===== config.mk =====
export PLATFORM = sky130hd
export DESIGN_NAME = polinomio_horner
export DESIGN_NICKNAME = d
export VERILOG_FILES = /design/src/rtl/polinomio_horner.sv
export SDC_FILE = /design/constraint.sdc
export NUM_CORES = 1
export LEC_CHECK = 0
export ABC_CLOCK_PERIOD_IN_PS = 8000
export CAP_MARGIN = 25
export CORE_MARGIN = 8
export CORE_UTILIZATION = 60
export CTS_CLUSTER_DIAMETER = 50
export CTS_CLUSTER_SIZE = 24
export DETAILED_ROUTE_END_ITERATION = 8
export HOLD_SLACK_MARGIN = 0.15
export PLACE_DENSITY_LB_ADDON = 0.1
export SLEW_MARGIN = 10
export SYNTH_ARGS = -nofsm -noshare
export SYNTH_HDL_FRONTEND = slang
export SYNTH_SLANG_ARGS = --single-unit

===== constraint.sdc =====
create_clock -name ck -period 8 [get_ports ck]
set_input_delay 0.8 -clock ck [delete_from_list [all_inputs] [get_ports ck]]
set_output_delay 0.8 -clock ck [all_outputs]
set_load 0.01 [all_outputs]

===== src/rtl/polinomio_horner.sv =====
// Unsigned polynomial evaluator (degree GRAU, width W) using Horner's rule, one multiply-add per clock.
// Control FSM with start/acknowledge handshake, busy flag and sticky overflow.
module polinomio_horner #(
    parameter int W    = 16,
    parameter int GRAU = 2
) (
    input  logic                  ck,
    input  logic                  rst,
    input  logic                  inicio,
    input  logic                  pronto,
    input  logic [W-1:0]          X,
    input  logic [(GRAU+1)*W-1:0] COEF,
    output logic [W-1:0]          Resultado,
    output logic                  LED,
    output logic                  ocupado,
    output logic                  estouro
);
    localparam int CW = (GRAU > 0) ? $clog2(GRAU + 1) : 1;

    typedef enum logic [1:0] {OCIOSO = 2'd0, CALCULA = 2'd1, FIM = 2'd2} estado_t;

    estado_t              estado_q;
    logic [W-1:0]         x_q, acc_q, res_q;
    logic [GRAU:0][W-1:0] coef_q;
    logic [CW-1:0]        cnt_q;
    logic                 led_q, ocu_q, est_q;

    logic [CW-1:0]        idx_d;
    logic [W-1:0]         addend_d;
    logic [2*W-1:0]       mac_d;
    logic                 ovf_d;

    // Full-width multiply-add so overflow can be seen in the upper half.
    always_comb begin
        idx_d    = cnt_q - CW'(1);
        addend_d = '0;
        for (int k = 0; k <= GRAU; k++) begin
            if (CW'(k) == idx_d) addend_d = coef_q[k];
        end
        mac_d = ({{W{1'b0}}, acc_q} * {{W{1'b0}}, x_q}) + {{W{1'b0}}, addend_d};
        ovf_d = |mac_d[2*W-1:W];
    end

    always_ff @(posedge ck or negedge rst) begin
        if (!rst) begin
            estado_q <= OCIOSO;
            x_q      <= '0;
            coef_q   <= '0;
            acc_q    <= '0;
            cnt_q    <= '0;
            res_q    <= '0;
            led_q    <= 1'b0;
            ocu_q    <= 1'b0;
            est_q    <= 1'b0;
        end else begin
            case (estado_q)
                OCIOSO: begin
                    if (inicio) begin
                        x_q    <= X;
                        coef_q <= COEF;
                        acc_q  <= COEF[GRAU*W +: W];
                        cnt_q  <= CW'(GRAU);
                        est_q  <= 1'b0;
                        if (GRAU == 0) begin
                            // A constant polynomial is its own result.
                            res_q    <= COEF[GRAU*W +: W];
                            led_q    <= 1'b1;
                            estado_q <= FIM;
                        end else begin
                            ocu_q    <= 1'b1;
                            estado_q <= CALCULA;
                        end
                    end
                end
                CALCULA: begin
                    acc_q <= mac_d[W-1:0];
                    cnt_q <= idx_d;
                    if (ovf_d) est_q <= 1'b1;
                    if (cnt_q == CW'(1)) begin
                        res_q    <= mac_d[W-1:0];
                        led_q    <= 1'b1;
                        ocu_q    <= 1'b0;
                        estado_q <= FIM;
                    end
                end
                FIM: begin
                    if (pronto) begin
                        led_q    <= 1'b0;
                        estado_q <= OCIOSO;
                    end
                end
                default: estado_q <= OCIOSO;
            endcase
        end
    end

    assign Resultado = res_q;
    assign LED       = led_q;
    assign ocupado   = ocu_q;
    assign estouro   = est_q;
endmodule


Yosys cells after proc, flatten, opt, wreduce, memory -nomap -nowiden
Index checks and enable logic that the tools add are counted.
Widths: inputs -> output; s select.
Operators by class
  $add $sub $neg: 2
  multiply operators: 1
  eq/ne operators: 9
  muxes and demuxes: 20
  reduce and logical (&&, ||, !) cells: 12
Operators with widths (number)
  $mux 16: 4
  $add 32x16->32: 1
  $mul 16x16->32: 1
  $pmux 16 s2: 1
  $reduce_or 16->1: 1
  $reduce_and 3->1: 4
  $mux 2: 4
  $ne 2x2->1 const B: 4
  $mux 1: 6
  $pmux 1 s2: 3
  $pmux 2 s3: 1
  $reduce_and 2->1: 3
  $eq 2x1->1 const B: 2
  $logic_not 2->1: 2
  $pmux 2 s2: 1
  $reduce_bool 2->1: 2
  $eq 1x2->1 const A: 1
  $eq 2x2->1 const A: 1
  $eq 2x2->1 const B: 1
  $sub 2x1->2 const B: 1
Word-level totals
  register bits after elaboration: 103
  output and inout bits: 19
  logic and storage cells: 55

Longest topological paths before layout
  depth after elaboration: 9
  gate-level depth with buffers: 27
  gate-level depth less buffers: 26

Least setup slack after synthesis
Ideal clock, no wire load.
  path kind: flip-flop to flip-flop
  start point: register acc_q[6]
  end point: register est_q (netlist: estouro)
  setup time: 130 ps
  arrival time: 6104 ps
  setup slack: 1766 ps
  stages on the path, launching flop included: 26
  buffers on the path: 3
  cell sequence: dfrtp_1 > clkbuf_1 > clkbuf_1 > nand2_1 > fa_1 > inv_1 > fa_1 > inv_1 > fa_1 > inv_1 > fa_1 > fa_1 > inv_1 > fa_1 > inv_1 > ha_1 > buf_2 > and3_1 > and3_1 > o31ai_1 > and4b_1 > a2111o_1 > a2111oi_2 > o2111ai_1 > nor3b_1 > a31oi_1
On the way
  longest elaborated chain between the ends: 5
Ends and longest elaborated chain
  start: declaration: line 23  | logic [W-1:0] x_q, acc_q, res_q;
  start signal: assignment: line 61  | acc_q <= COEF[GRAU*W +: W];
  start signal: assignment: line 76  | acc_q <= mac_d[W-1:0];
  $mul 16x16->32: line 40  | mac_d = ({{W{1'b0}}, acc_q} * {{W{1'b0}}, x_q}) + {{W{1'b0}}, addend_d};
  $add 32x16->32: line 40
  $reduce_or 16->1: line 41  | ovf_d = |mac_d[2*W-1:W];
  $ne 2x2->1 (no line)
  $reduce_and 3->1 (no line)
  end signal: assignment: line 54  | est_q <= 1'b0;
  end signal: assignment: line 63  | est_q <= 1'b0;
  end signal: assignment: line 78  | if (ovf_d) est_q <= 1'b1;
  end: declaration: line 26  | logic led_q, ocu_q, est_q;
No other way between the ends.
A chain may end at the register's enable or synchronous reset.

Final worst setup path
  start point: register acc_q[7]
  end point: register est_q (netlist: estouro)
Same word-level chain as after synthesis.

==> reports/summary.md <==
The later pin in the worst-skew pair is clocked with a latency of 0.37 ns. The run gives 9 as the total clock buffers created by CTS. The worst setup path is captured at a flip-flop.

TritonCTS built the clock tree. The run gives 0 as the warning count from the yosys run. The count of flip-flops with a built-in enable after synthesis was 0.

The cell with the most instances after synthesis is nand2_1. Count of inserted antenna diode cells: 0. The CTS clock-pin slew for the worst setup and hold paths is 0.10 ns. The worst setup path is launched from a flip-flop. 87 I/O pins were placed. The maximum fanout count along the critical path is 17.

The worst hold path belongs to the class in2async. Static timing analysis puts the maximum clock frequency at 145.2 MHz. The total overflow left after global routing is 0. Sorting the synthesized cells by area gives the leading types as fa_1 31%, dfrtp_1 19%, nand2_1 11%.

The logs give 1903 for the count of placed standard cells in the final layout, fillers left out and 0 for the cts-stage hold buffer count. Post-CTS repair changed the size of 0 cells. Total nets after synthesis: 1967. Die boundary width: 166.2 um. For this block, the initial DRC count from the detailed router was 853. On the final layout, the worst hold slack is 0.4612 ns. The die covers 27610 um2.

The longest clock path from root to sink contains 2 buffers. The gate count of the mapped netlist is 1580, and the post-placement cell count is 1887. Using the TritonRoute via totals, the vias-per-cell ratio works out to 5.571. Worst setup path category: reg2reg. After detailed routing, the number of remaining DRC violations is 0.

The first TritonRoute pass finished after 5 iterations. The tools report the count of final setup violators as 0. The run gives 1898 as the number of fill cells. The worst register-to-register path begins at acc_q[7]. The proportion of synthesized flip-flops having asynchronous set or reset was 100.0%; the total global routing track utilization was 26.91%. By count the netlist is led by 405 x nand2_1, 258 x inv_1, 210 x fa_1.

CTS placed an instance of clkbuf_16 at the clock tree root. Post-route minimum period: 6.886 ns. The count of nets left with antenna violations once routing finished came out at 0. The number of setup buffers added after CTS is 0. At the placement stage, the worst setup path has a slack of 1.210 ns. Dividing the synthesized area by the synthesized cell count gives 8.561 um2. The run gives 0 as the final-report max-slew violation count. The flow ran to the end, and the final reports show no timing, DRC or antenna violations.

The global-route wire length before repair is 59560 um. The slew at the pin closest to its max-slew limit was 0.9516 ns; the area share of the leading cell type in the synthesized netlist was 31.08%. In this run the vertical extent of the chip is 166.2 um. The proportion of layout cells with a drive suffix above 1 is 2.781%, and the average wire length per cell after detail routing is 18.75 um. In this run the tool buffered the top-level ports with 86 buffer cells.

The run gives 0 as the total of max-cap violations. The run gives 60 as the number of distinct library cells after synthesis. In the post-route analysis, the smallest setup slack over all paths is 1.114 ns. The most critical setup path has its startpoint at acc_q[7]. Entering global routing, the biggest net connects 69 pins. In the final timing run, aggregate negative setup slack is 0 ns. The initial cell density of the core was 60.48%. Summing the sequential cell areas from Yosys gives 19.05% of the chip area. Wires add up to 35690 um. The initialized floorplan defines 55 standard-cell rows.

Compared with the post-synthesis result, the final layout area differs by 9.925%. The most used flip-flop cell after synthesis is dfrtp_1. The tools report the count of vias placed by the detailed router as 10600. The tools report the post-synthesis cell area as 13530 um2. The floorplan step defined a core boundary enclosing 22370 um2.

The H-tree generated during clock tree synthesis spans 3 levels. The final critical path takes up 86.07% of the cycle. The initial antenna violation count was 0; the critical path arrival was 7.15 ns. The tools report the detailed placement HPWL as 27970 um.

Across the routed clock network, the largest skew measured is 0.02093 ns. The number of global-route vias before repair came out at 11110. Number of synthesized register bits: 103. The cell taking the most area after synthesis is fa_1. The logs give 0 for the number of hold violations in the final report and 2000 for the total number of nets in the final design. The logs give 0.8933 for the final estimated routing congestion in global placement and 8.26 ns for the worst endpoint required time. The worst pin sits at a relative slew slack of 36.41%. Setup repair after global routing left no endpoint under its margin. The clock drives 103 sinks.
[logic make-up (layout without fill, tap and decap cells)]
logic type      after synthesis  count (layout)  synth area share (%)
mux                           6               6                0.4902
flops                       103             103                 19.05
xor+xnor                     21              21                 1.360
buf+inv                     332             370                 9.259
simple gates                620             620                 20.36
fa+ha+maj                   319             319                 41.16
compound gates              179             179                 8.316
[cells in the final DEF (no fill, tap or decap), types with 7 or more instances in the layout]
cell type,Yosys,final
fa_1,210,210
a22oi_1,14,14
clkbuf_16,0,9
and2_1,127,126
nor2_1,49,49
o21ai_0,42,42
clkdlybuf4s50_1,0,85
a21oi_1,61,61
a31oi_1,7,7
xor2_1,8,8
a21o_1,8,8
dfrtp_1,103,103
buf_4,0,11
nand2_1,405,404
o211ai_1,7,7
inv_1,258,258
xnor2_1,13,13
ha_1,109,109
[metrics by stage]
step,util [%],area (um2)
2_1_floorplan,-,13530
3_3_place_gp,65.00,14540
3_5_place_dp,65.00,14540
4_1_cts,66.48,14870
5_1_grt,66.48,14870
6_report,66.48,14870
[final cells by class]
type                            instances  area [um2]  share of cell area [%]
Clock inverter                          7       107.6                  0.7237
Sequential cell                       103        2577                   17.33
Multi-Input combinational cell       1145        9701                   65.24
Clock buffer                            9       225.2                   1.515
Tap cell                              285       356.6                   2.398
Timing Repair Buffer                   96       933.4                   6.277
Inverter                              258       968.4                   6.513
[state kept, by name (all words and copies together) (netlist names)]
signal     count
cnt_q          2
x_q           16
coef_q        48
LED            1
Resultado     16
acc_q         16
estouro        1
ocupado        1
estado_q       2
[critical path: stages, from the launching register on]
cell,delay [ns]
dfrtp_1,0.75
nand2_1,0.16
fa_1,0.56
inv_1,0.05
fa_1,0.50
inv_1,0.06
fa_1,0.53
inv_1,0.05
fa_1,0.49
fa_1,0.51
inv_1,0.06
fa_1,0.49
inv_1,0.05
ha_1,0.41
nand4_1,0.12
o22ai_1,0.40
nor4_1,0.12
a21oi_1,0.27
mux2_2,0.36
nor4_1,0.33
o311a_1,0.23
nor3b_1,0.18
a31oi_1,0.10
[worst paths after layout]
check,depth (start not counted),to,slack (ns)
max,22,estouro,1.11
min,1,coef_q[6],0.46
max reg2reg,22,estouro,1.11
min reg2reg,2,coef_q[11],0.48
max in group asynchronous,2,acc_q[2],6.31
min in group ck,2,coef_q[11],0.48
[per-layer routing]
metal	wire (um)	up-vias	track usage [%]
li1	-	4911	-
met1	16380	5235	39.17
met2	16100	408	41.95
met3	2694	48	4.160
met4	513	0	5.929
met5	0	-	0
Power is left out: the tool's default activity adds up to more than one toggle a clock period on the data nets, which glitch-free logic cannot reach.
